## config.mk

```make
export PLATFORM = sky130hd
export DESIGN_NAME = ifetch_buffer
export DESIGN_NICKNAME = d
export VERILOG_FILES = /design/src/rtl/ifetch_pkg.sv /design/src/rtl/sync_fifo.sv /design/src/rtl/ifetch_buffer.sv
export SDC_FILE = /design/constraint.sdc
export NUM_CORES = 1
export LEC_CHECK = 0
export ABC_CLOCK_PERIOD_IN_PS = 2500
export CORE_AREA = 3 3 195 197
export CTS_CLUSTER_DIAMETER = 80
export DETAILED_ROUTE_END_ITERATION = 8
export DIE_AREA = 0 0 198 200
export HOLD_SLACK_MARGIN = 0.15
export PLACE_DENSITY = 0.75
export SETUP_SLACK_MARGIN = 0.2
export SLEW_MARGIN = 20
export SYNTH_ARGS = -nofsm -noshare
export SYNTH_HDL_FRONTEND = slang
export SYNTH_SLANG_ARGS = --single-unit
```

## constraint.sdc

```tcl
create_clock -name clk -period 2.5 [get_ports clk]
set_input_delay 0.625 -clock clk [delete_from_list [all_inputs] [get_ports clk]]
set_output_delay 0.625 -clock clk [all_outputs]
set_load 0.05 [all_outputs]
```

## src/rtl/ifetch_pkg.sv

```systemverilog
// Shared types and defaults for the instruction-fetch buffer.
// Optional same-cycle response bypass is enabled by defining IFETCH_BYPASS_EN.
package ifetch_pkg;

  localparam int unsigned DefDataWidth = 32;
  localparam int unsigned DefDepth     = 4;

  typedef enum logic [0:0] {
    StRun,
    StDiscard
  } state_e;

  // Counts must hold the value DEPTH itself, hence one bit more than a pointer.
  function automatic int unsigned cnt_width(input int unsigned depth);
    return $clog2(depth) + 1;
  endfunction

endpackage

```

## src/rtl/sync_fifo.sv

```systemverilog
// Synchronous FIFO with flush; flush wins over a same-cycle push or pop.
// DEPTH must be a power of two so the pointers wrap naturally.
module sync_fifo
  import ifetch_pkg::*;
#(
  parameter int unsigned WIDTH = 32,
  parameter int unsigned DEPTH = 4
) (
  input  logic                   clk_i,
  input  logic                   rst_ni,
  input  logic                   push_i,
  input  logic [WIDTH-1:0]       wdata_i,
  input  logic                   pop_i,
  input  logic                   flush_i,
  output logic [WIDTH-1:0]       rdata_o,
  output logic                   full_o,
  output logic                   empty_o,
  output logic [$clog2(DEPTH):0] count_o
);

  localparam int unsigned PtrW = $clog2(DEPTH);
  localparam int unsigned CntW = cnt_width(DEPTH);

  logic [WIDTH-1:0] mem_q [DEPTH];
  logic [PtrW-1:0]  wr_ptr_q, wr_ptr_d, rd_ptr_q, rd_ptr_d;
  logic [CntW-1:0]  count_q, count_d;
  logic             do_push, do_pop;

  assign empty_o = (count_q == '0);
  assign full_o  = (count_q == CntW'(DEPTH));
  assign count_o = count_q;
  assign rdata_o = mem_q[rd_ptr_q];

  assign do_pop  = pop_i & ~empty_o;
  assign do_push = push_i & (~full_o | do_pop);

  always_comb begin
    wr_ptr_d = wr_ptr_q;
    rd_ptr_d = rd_ptr_q;
    count_d  = count_q;
    if (flush_i) begin
      wr_ptr_d = '0;
      rd_ptr_d = '0;
      count_d  = '0;
    end else begin
      if (do_push) wr_ptr_d = wr_ptr_q + 1'b1;
      if (do_pop)  rd_ptr_d = rd_ptr_q + 1'b1;
      count_d = count_q + CntW'(do_push) - CntW'(do_pop);
    end
  end

  always_ff @(posedge clk_i or negedge rst_ni) begin
    if (!rst_ni) begin
      wr_ptr_q <= '0;
      rd_ptr_q <= '0;
      count_q  <= '0;
      for (int unsigned i = 0; i < DEPTH; i++) mem_q[i] <= '0;
    end else begin
      wr_ptr_q <= wr_ptr_d;
      rd_ptr_q <= rd_ptr_d;
      count_q  <= count_d;
      if (do_push && !flush_i) mem_q[wr_ptr_q] <= wdata_i;
    end
  end

  // Credit accounting upstream makes this unreachable; firing means a broken invariant.
  assert property (@(posedge clk_i) disable iff (!rst_ni) !(push_i && full_o && !flush_i))
    else $error("sync_fifo: push to full FIFO");

endmodule

```

## src/rtl/ifetch_buffer.sv

```systemverilog
// Fetch stage: issues in-order reads at pc_in, pairs responses with their PC and
// queues them for decode. Define IFETCH_BYPASS_EN for same-cycle rvalid->inst_valid.
module ifetch_buffer
  import ifetch_pkg::*;
#(
  parameter int unsigned DATAWIDTH = DefDataWidth,
  parameter int unsigned DEPTH     = DefDepth
) (
  input  logic                 clk,
  input  logic                 clr,
  input  logic [DATAWIDTH-1:0] pc_in,
  output logic                 pc_en,
  input  logic                 flush,
  output logic                 mem_req,
  output logic [DATAWIDTH-1:0] mem_addr,
  input  logic                 mem_gnt,
  input  logic                 mem_rvalid,
  input  logic [DATAWIDTH-1:0] mem_rdata,
  output logic                 inst_valid,
  input  logic                 inst_ready,
  output logic [DATAWIDTH-1:0] inst_data,
  output logic [DATAWIDTH-1:0] inst_pc
);

  localparam int unsigned CntW = cnt_width(DEPTH);

  state_e               state_q, state_d;
  logic [CntW-1:0]      discard_q, discard_d;
  logic [CntW-1:0]      pend_count, out_count, outstanding;
  logic [CntW:0]        occupancy;
  logic [DATAWIDTH-1:0] pend_rdata;
  logic [2*DATAWIDTH-1:0] out_rdata;
  logic                 pend_full, pend_empty, out_full, out_empty;
  logic                 run, rsp, out_push, out_pop, byp_valid, byp_take;
  logic                 unused_flags;

  assign run = (state_q == StRun);

  // In RUN every in-flight request has a pending PC; in DISCARD the PCs are gone.
  assign outstanding = run ? pend_count : discard_q;
  assign occupancy   = {1'b0, out_count} + {1'b0, outstanding};

  assign mem_req  = clr & run & (occupancy < (CntW + 1)'(DEPTH)) & ~flush;
  assign pc_en    = mem_req & mem_gnt;
  assign mem_addr = pc_in;

  assign rsp = mem_rvalid & run & ~flush;

`ifdef IFETCH_BYPASS_EN
  assign byp_valid = rsp & out_empty;
`else
  assign byp_valid = 1'b0;
`endif
  assign byp_take = byp_valid & inst_ready;

  assign inst_valid = ~out_empty | byp_valid;
  assign inst_data  = byp_valid ? mem_rdata : out_rdata[DATAWIDTH-1:0];
  assign inst_pc    = byp_valid ? pend_rdata : out_rdata[2*DATAWIDTH-1:DATAWIDTH];
  assign out_push   = rsp & ~byp_take;
  assign out_pop    = ~out_empty & inst_ready;

  assign unused_flags = ^{pend_full, pend_empty, out_full};

  sync_fifo #(
    .WIDTH (DATAWIDTH),
    .DEPTH (DEPTH)
  ) u_pend_fifo (
    .clk_i   (clk),
    .rst_ni  (clr),
    .push_i  (pc_en),
    .wdata_i (pc_in),
    .pop_i   (rsp),
    .flush_i (flush),
    .rdata_o (pend_rdata),
    .full_o  (pend_full),
    .empty_o (pend_empty),
    .count_o (pend_count)
  );

  sync_fifo #(
    .WIDTH (2 * DATAWIDTH),
    .DEPTH (DEPTH)
  ) u_out_fifo (
    .clk_i   (clk),
    .rst_ni  (clr),
    .push_i  (out_push),
    .wdata_i ({pend_rdata, mem_rdata}),
    .pop_i   (out_pop),
    .flush_i (flush),
    .rdata_o (out_rdata),
    .full_o  (out_full),
    .empty_o (out_empty),
    .count_o (out_count)
  );

  always_comb begin
    state_d   = state_q;
    discard_d = discard_q;
    if (flush) begin
      // A response landing in the flush cycle is already accounted for by dropping it.
      discard_d = (mem_rvalid && (outstanding != '0)) ? outstanding - 1'b1 : outstanding;
      state_d   = (discard_d != '0) ? StDiscard : StRun;
    end else if (!run && mem_rvalid) begin
      discard_d = discard_q - 1'b1;
      if (discard_d == '0) state_d = StRun;
    end
  end

  always_ff @(posedge clk or negedge clr) begin
    if (!clr) begin
      state_q   <= StRun;
      discard_q <= '0;
    end else begin
      state_q   <= state_d;
      discard_q <= discard_d;
    end
  end

endmodule

```

==> impl_summary.txt <==
----------------------------------------------------
[Logic synthesis]
  Proportion of synthesized flip-flops having asynchronous set or reset ... 100%
  Number of enable-type register cells in the synthesized netlist ... 0
  Count of state elements after synthesis ... between 400 and 500
  Syn Nets ... 1197
  Post-synthesis area per instance ... ~17 um2
  Portion of synthesized cell area occupied by the leading cell type ... about 53%
  Post-synthesis instance area ... 0.0188 mm2
  Ranking of synthesized cells by area ... sky130_fd_sc_hd__dfrtp_1 (53%), sky130_fd_sc_hd__mux4_2 (11%), sky130_fd_sc_hd__mux2_2 (11%)
  Most used DFF post-synth ... sky130_fd_sc_hd__dfrtp_1
  Count of cell types in the netlist ... 45
  Post-synthesis sequential area ratio ... approximately 53%
  Cell taking the most area after synthesis ... sky130_fd_sc_hd__dfrtp_1
  Warnings, synthesis ... 0
  Number of cells produced by synthesis ... between 1000 and 1500

[Route]
  Final WL ... around 42000 um
  Routed wl met3 ... 1690 um
  Via-per-instance ratio ... approximately 5.6
  Final routed wire length divided by cell count ... between 20 and 25 um
  Met2 Wirelength ... ~22000 um
  Max Used Layer ... met4
  DR iter-0 viols ... about 510
  Count of nets left with antenna violations after detail routing ... 0
  Routed vias ... slightly above 10000
  Number of detailed-route iterations in the first pass ... 4
  Met1 Routed Length ... 18500 um
  DRC errors left ... 0

[STA]
  Worst Tran Pin Value ... 0.920 ns
  Slack of the critical path ... -0.386 ns
  Hold Violations, Final ... 0
  Hold slack final ... around 0.49 ns
  Max-slew violation count ... 0
  Relative slew slack ... about 39%
  Setup repair after global routing missed its margin ... yes
  Worst Clk Skew ... 0.0262 ns
  Setup violation total in the final timing report ... 196
  Crit path time final ... 2.89 ns
  Final TNS setup ... -44.09 ns
  Portion of the clock cycle consumed by the worst path in the final layout ... 115%
  Achievable Freq ... about 350 MHz

[Final layout]
  Area growth from synthesis to final layout ... 31.4%
  Layout filler cell count ... around 2400
  Number of diodes ... 0
  Reg area ... just over 0.01 mm2
  Non-filler cells, final ... 1860
  Layout cells sized above 1 ... roughly 53%
  Combined area of the multi-input logic cells ... between 0.008 and 0.009 mm2
  Final nets ... 1450

[Outcome]
  Outcome ... finished with violations
  Violated checks ... negative setup slack

[Floorplan]
  Initial cell density of the core ... 51.7%
  Floorplan die height ... approximately 200 um
  Row cnt ... 70
  Area enclosed by the die boundary ... 0.0396 mm2
  Number of top-level pins ... roughly 170
  Die Width ... 198 um
  Area inside the core boundary ... between 0.03 and 0.04 mm2

[Worst setup path]
  Critical path cell sequence ... mux2i_4, inv_1, ha_2, nor4b_4, nand2_2, nor2_4, buf_12
  Reg-to-reg setup timing slack ... -0.31 ns
  Capturing element type of the critical path ... output pin
  Highest-delay cell along the critical path ... sky130_fd_sc_hd__dfrtp_2
  Startpoint Class ... register
  Worst flop-to-flop path startpoint ... state_q$_DFFE_PN0P_
  Worst reg-to-reg path cell count ... 13
  Endpoint of the worst register-to-register path ... u_pend_fifo.mem_q[56]$_DFFE_PN0P_
  Worst setup path startpoint ... state_q$_DFFE_PN0P_
  Required time at the endpoint of the critical path ... approximately 1.9 ns
  Max incr delay on CP ... approximately 0.44 ns
  WP depth ... 7
  Worst setup path endpoint ... mem_req
  Worst path buffer plus inverter count ... 2
  Top fanout value on the critical path ... 3
  Signal arrival time at the worst endpoint ... ~2.3 ns
  Setup Crit Path Kind ... register to output pin
  Family with the most delay on the worst path ... simple AND/OR/NAND/NOR gates

[Global routing]
  Leftover overflow at the end of global routing ... 0
  Global-route wire length before repair ... approximately 67000 um
  Antenna violations before repair ... 0
  Maximum number of pins on one net before global-route repair ... about 160
  Aggregate global-route resource usage ... between 20 and 25%
  Number of global-route vias before repair ... 11453

[CTS]
  Clock tree from TritonCTS ... done
  Register clock-pin slew on the reported worst setup and hold paths ... 0.07 ns
  Num CTS Buffers ... 43
  Bufs on Longest Clock Path ... 3
  Clock insertion delay at the later pin of the skew report ... between 0.5 and 0.6 ns
  TritonCTS sink count ... between 400 and 500
  Root buffer cell ... sky130_fd_sc_hd__clkbuf_16
  # H-tree levels ... 2

[Pwr]
  Leakage component of the power ... 11.5 nW
  Pwr per Cell Area ... 1030 mW/mm2
  Highest ir drop seen on vdd ... about 750 uV

[Hold path]
  Class of the worst hold path ... register to register
  Hold Path Cell Cnt ... 1
  Worst hold path startpoint ... u_out_fifo.mem_q[15]$_DFFE_PN0P_

[Placed design]
  Half-perimeter wire length after placement ... roughly 25000 um
  Global placement routability congestion ... between 0.7 and 0.8
  Quantity of I/O buffers inserted on ports ... around 170
  Number of instances in the placed design ... around 1700

[Job]
  Number of violations of the max-capacitance limit ... 0

----------------------------------------------------
-- through the flow --
step / power [mW] / area, um2 / util, % / worst slack (ns)
2_1_floorplan: 14.6 / 18900 / - / -0.00558
3_3_place_gp: 17.6 / 22000 / 60.3 / -0.221
3_5_place_dp: 17.8 / 22000 / 60.3 / -0.231
4_1_cts: 25.5 / 24500 / 67.3 / -0.438
5_1_grt: 26.6 / 24700 / 67.9 / -0.482
6_report: 25.5 / 24700 / 67.9 / -0.386
-- worst min-delay path by stage --
stage,endpoint
after floorplan,discard_q[0]$_DFFE_PN0P_
after global placement,u_out_fifo.mem_q[81]$_DFFE_PN0P_
after detailed placement,u_out_fifo.mem_q[84]$_DFFE_PN0P_
after CTS,u_out_fifo.mem_q[75]$_DFFE_PN0P_
after global routing,u_out_fifo.mem_q[14]$_DFFE_PN0P_
final,u_out_fifo.mem_q[15]$_DFFE_PN0P_
-- flip-flops by register name, indices dropped and copies added, names as in the netlist --
| register | count |
|---|---|
| u_out_fifo.rd_ptr_q | 2 |
| u_pend_fifo.count_o | 3 |
| u_pend_fifo.rd_ptr_q | 2 |
| discard_q | 3 |
| state_q | 1 |
| u_out_fifo.mem_q | 256 |
| u_pend_fifo.mem_q | 128 |
| u_out_fifo.wr_ptr_q | 2 |
| u_out_fifo.count_o | 3 |
| u_pend_fifo.wr_ptr_q | 2 |
-- synthesized netlist by cell type, types with 3 or more instances --
master                       n
sky130_fd_sc_hd__nor2b_1     4
sky130_fd_sc_hd__o21ai_0     6
sky130_fd_sc_hd__dfrtp_1   402
sky130_fd_sc_hd__buf_6      32
sky130_fd_sc_hd__nand2b_1    3
sky130_fd_sc_hd__nand3_1     3
sky130_fd_sc_hd__mux2i_1     5
sky130_fd_sc_hd__ha_1       18
sky130_fd_sc_hd__a21oi_1     6
sky130_fd_sc_hd__nand2_1     8
sky130_fd_sc_hd__nor3_4      4
sky130_fd_sc_hd__buf_8       5
sky130_fd_sc_hd__nor3_1      3
sky130_fd_sc_hd__nor2_1     12
sky130_fd_sc_hd__mux2_1     88
sky130_fd_sc_hd__nand2_8     4
sky130_fd_sc_hd__clkbuf_1   13
sky130_fd_sc_hd__mux2_4    120
sky130_fd_sc_hd__buf_4      33
sky130_fd_sc_hd__buf_1       5
sky130_fd_sc_hd__inv_1      19
sky130_fd_sc_hd__mux2_2    178
sky130_fd_sc_hd__xnor2_1     7
sky130_fd_sc_hd__mux4_2     96
sky130_fd_sc_hd__buf_2       8
-- per-layer routing --
layer,vias to the layer above,track usage [%]
li1,4575,-
met1,5559,29.6
met2,197,37.3
met3,54,3.44
met4,0,4.56
met5,-,0
-- cell families after synthesis --
kind of cell	count (synthesis)	synth area share [%]
flops	402	53.4
mux	488	37.3
buf+inv	115	4.58
xor+xnor	9	0.419
fa+ha+maj	20	1.41
compound gates	24	0.924
simple gates	49	1.93
-- power by group --
part | switching (mW) | total [mW] | internal, mW
Combinational | 5.28 | 10.6 | 5.30
Sequential | 0.742 | 8.54 | 7.80
Clock | 2.60 | 6.40 | 3.80
Total | 8.62 | 25.5 | 16.9
-- layout make-up --
| type | count | area share (%) |
|---|---|---|
| clock buffers | 65 | 5.26 |
| clock inverters | 12 | 0.541 |
| inverters | 19 | 0.288 |
| multi-input cells | 590 | 32.6 |
| flip-flops and latches | 402 | 40.7 |
| well taps | 468 | 2.37 |
| repair buffers | 304 | 18.2 |
-- what timing repair did --
item,4_1_cts,5_1_grt
pin swaps,6,5
hold buffers,1,0
resized for setup,96,22
cloned,15,0
buffers inserted,31,13
hold endpoints to repair,80,0
setup endpoints to repair,200,203
-- placed cells by master, fill, tap and decap left out, types with 14 or more instances in the layout --
cell type / instances
sky130_fd_sc_hd__clkdlybuf4s50_1: 68
sky130_fd_sc_hd__dfrtp_1: 397
sky130_fd_sc_hd__mux2_2: 172
sky130_fd_sc_hd__mux2_4: 126
sky130_fd_sc_hd__ha_1: 14
sky130_fd_sc_hd__inv_1: 18
sky130_fd_sc_hd__buf_16: 16
sky130_fd_sc_hd__buf_12: 117
sky130_fd_sc_hd__buf_6: 51
sky130_fd_sc_hd__mux4_2: 96
sky130_fd_sc_hd__clkbuf_16: 44
sky130_fd_sc_hd__buf_4: 40
sky130_fd_sc_hd__mux2_1: 88
(Power assumes the default switching activity.)
==> variant (same flow settings) <==
The package constant `DefDepth` goes from 4 to 2.
--- a/src/rtl/ifetch_pkg.sv
+++ b/src/rtl/ifetch_pkg.sv
@@ -3,7 +3,7 @@
 package ifetch_pkg;
 
   localparam int unsigned DefDataWidth = 32;
-  localparam int unsigned DefDepth     = 4;
+  localparam int unsigned DefDepth     = 2;
 
   typedef enum logic [0:0] {
     StRun,
Function: changed (Yosys sat finds a counterexample within 4 cycles, from zero or initial values).
==> variant against the original RTL <==
The flow still finishes with violations (negative setup slack); die area did not move; hold slack got worse by 0.32 ns; cell area fell by 43%; count of clock-buffer cells in the layout fell by 29; sequential cell count fell by 199; worst setup slack got worse by 0.29 ns; routed wire length fell by 40%; total power fell by 25%; clock power fell by 43%; synthesized area fell by 51%; sequential share of layout area fell by 4.6 points; register-to-register slack got worse by 0.16 ns; largest cell class unchanged; largest power group unchanged; highest routed layer unchanged.
==> variant: results <==
metrics = {
    "route": {
        "detailroute.wirelength.met2_um": 12700,
        "highest-signal-layer": "met4",
        "vias_per_cell": 4.37,
        "met3RoutedLength_um": 1080,
        "starting_drt_drc_count": 248,
        "detailed_route_wire_length_on_metal_1_um": 11000,
        "drt_first_pass_iters": 4,
        "drt_wl_total_um": 25200,
    },
    "power": {
        "cellInternalPower_mw": 11.9,
        "p_leak_nw": 6.39,
        "ir_worst_vdd_v": 0.000989,
    },
    "worst_setup_path": {
        "startpoint": "state_q$_DFFE_PN0P_",
        "worst-path-max-fanout": 5,
        "worstPathArrival_ns": 2.55,
    },
    "run_status": {
        "outcome": "complete, but fails checks",
        "violations": "negative setup slack",
    },
    "clock_network": {
        "clock_latency_ns": 0.53,
        "numCtsBuffers": 26,
        "cts.root.buffer_cell": "sky130_fd_sc_hd__clkbuf_16",
        "cts-htree-levels": 1,
        "clk_pin_slew_worst_paths_ns": 0.06,
        "ctsLongestPathBuffers": 3,
    },
    "final_layout": {
        "fin_nets": 921,
        "share_of_post_route_cells_with_drive_strength_above_1_pct": 60.5,
        "filler_cell_count": 3360,
        "antenna_cells": 0,
        "reg.largest.list": "u_out_fifo.mem_q x128, u_pend_fifo.mem_q x64",
    },
    "sta": {
        "timing.final.ws_setup_ns": -0.672,
        "timing.final.setup_violations": 121,
        "final.setup_skew_ns": 0.0119,
        "max_slew.worst_pin.slew_ns": 0.714,
        "fin_setup_tns_ns": -27.47,
    },
    "global_route": {
        "globalRoute.totalOverflow": 0,
        "via_count_of_the_first_global_routing_pass": 6356,
        "grt_pass1_wl_um": 36600,
        "groute.layer.met3.usage_pct": 2.62,
        "grt_util_met1_pct": 15.0,
        "largest_net_degree_at_the_start_of_global_routing": 124,
        "global_route.usage.total_pct": 11.9,
        "initial_antenna_violation_count": 0,
        "use_met2_pct": 21.0,
    },
    "synth": {
        "syn-num-nets": 711,
        "yosysUniqueCellTypes": 36,
        "ys.flop_type": "sky130_fd_sc_hd__dfrtp_1",
        "synth-warning-count": 0,
        "post_synth_most_frequent_cells": "sky130_fd_sc_hd__mux2_2, sky130_fd_sc_hd__dfrtp_1, sky130_fd_sc_hd__buf_4",
        "synth_sequential_area_ratio_pct": 54.6,
        "post_synth_main_area_contributors": "sky130_fd_sc_hd__dfrtp_1, sky130_fd_sc_hd__mux2_2, sky130_fd_sc_hd__mux2_1",
        "synth_async_sr_flop_share_pct": 100,
    },
    "placed_design": {
        "port-buffer-count": 168,
        "placed_cell_area_um2": 11800,
        "detailed_place_hpwl_um": 13700,
        "finalWeightedCongestion": 0.746,
    },
    "hold_path": {
        "min-delay-path-class": "in2async",
    },
}
==> variant: cell count changes after synthesis, sizes merged, moves of 4 or more <==
cell,unedited run,this run
mux4,96,0
dfrtp,402,203
inv,19,6
buf,83,53
nor3,7,2
o21ai,7,2
mux2,386,288
nand2,12,8
ha,18,6
==> variant: path summary, 6_finish.rpt <==
| path | to | slack, ns | cells past startpoint |
|---|---|---|---|
| hold / removal | u_pend_fifo.mem_q[23]$_DFFE_PN0P_ | 0.16 | 2 |
| max in group asynchronous | u_pend_fifo.rd_ptr_q$_DFFE_PN0P_ | 1.27 | 3 |
| hold reg to reg | u_pend_fifo.mem_q[44]$_DFFE_PN0P_ | 0.48 | 1 |
| setup / recovery | pc_en | -0.67 | 7 |
| min in group clk | u_pend_fifo.mem_q[44]$_DFFE_PN0P_ | 0.48 | 1 |
| setup reg to reg | u_pend_fifo.mem_q[62]$_DFFE_PN0P_ | -0.47 | 11 |
==> variant: power groups by stage <==
stage	combinational (mW)	clock (mW)	sequential, mW
floorplan	5.72	0	5.18
global placement	7.75	0	5.31
detailed placement	7.88	0	5.42
CTS	9.57	3.76	5.39
global route	10.5	3.89	5.61
finish	9.98	3.64	5.43
==> variant: layout make-up <==
cell class              instances  share of cell area [%]
clock buffers                  36                    5.40
clock inverters                 9                   0.640
inverters                       6                   0.160
multi-input cells             358                    29.1
flip-flops and latches        203                    36.2
well taps                     468                    4.16
repair buffers                249                    24.4
==> variant: worst max-delay path, stage by stage (launching register included) <==
cell and delay (ns):
sky130_fd_sc_hd__dfrtp_2 0.41, sky130_fd_sc_hd__mux2i_2 0.26, sky130_fd_sc_hd__inv_1 0.09, sky130_fd_sc_hd__fa_2 0.34, sky130_fd_sc_hd__or4b_4 0.52, sky130_fd_sc_hd__buf_4 0.16, sky130_fd_sc_hd__nor2_4 0.09, sky130_fd_sc_hd__buf_12 0.14
==> variant: cells by family (layout without fill, tap and decap cells) <==
| family | count (synthesis) | in the layout | synth area share [%] |
|---|---|---|---|
| AND/OR/NAND/NOR | 43 | 43 | 2.77 |
| XOR/XNOR | 7 | 7 | 0.659 |
| buffers and inverters | 73 | 300 | 5.14 |
| adder cells (fa/ha/maj) | 7 | 7 | 1.02 |
| multiplexers | 291 | 291 | 35.2 |
| AO/OA/AOI/OAI | 10 | 10 | 0.645 |
| flip-flops | 203 | 203 | 54.6 |
==> variant: repair_timing <==
action,CTS,global route
pin swaps,3,3
gates resized for setup,136,53
buffers inserted,17,10
gates cloned,11,8
setup endpoints to repair,134,155
==> variant: metrics by stage <==
stage	util, %	total power, mW	worst slack, ns	std cells
floorplan	-	10.9	-0.258	634
detailed placement	32.3	13.3	-0.301	1238
CTS	37.3	18.7	-0.703	1311
global route	38.6	20.0	-0.786	1329
finish	38.6	19.1	-0.672	1329
global placement	32.3	13.1	-0.232	1238
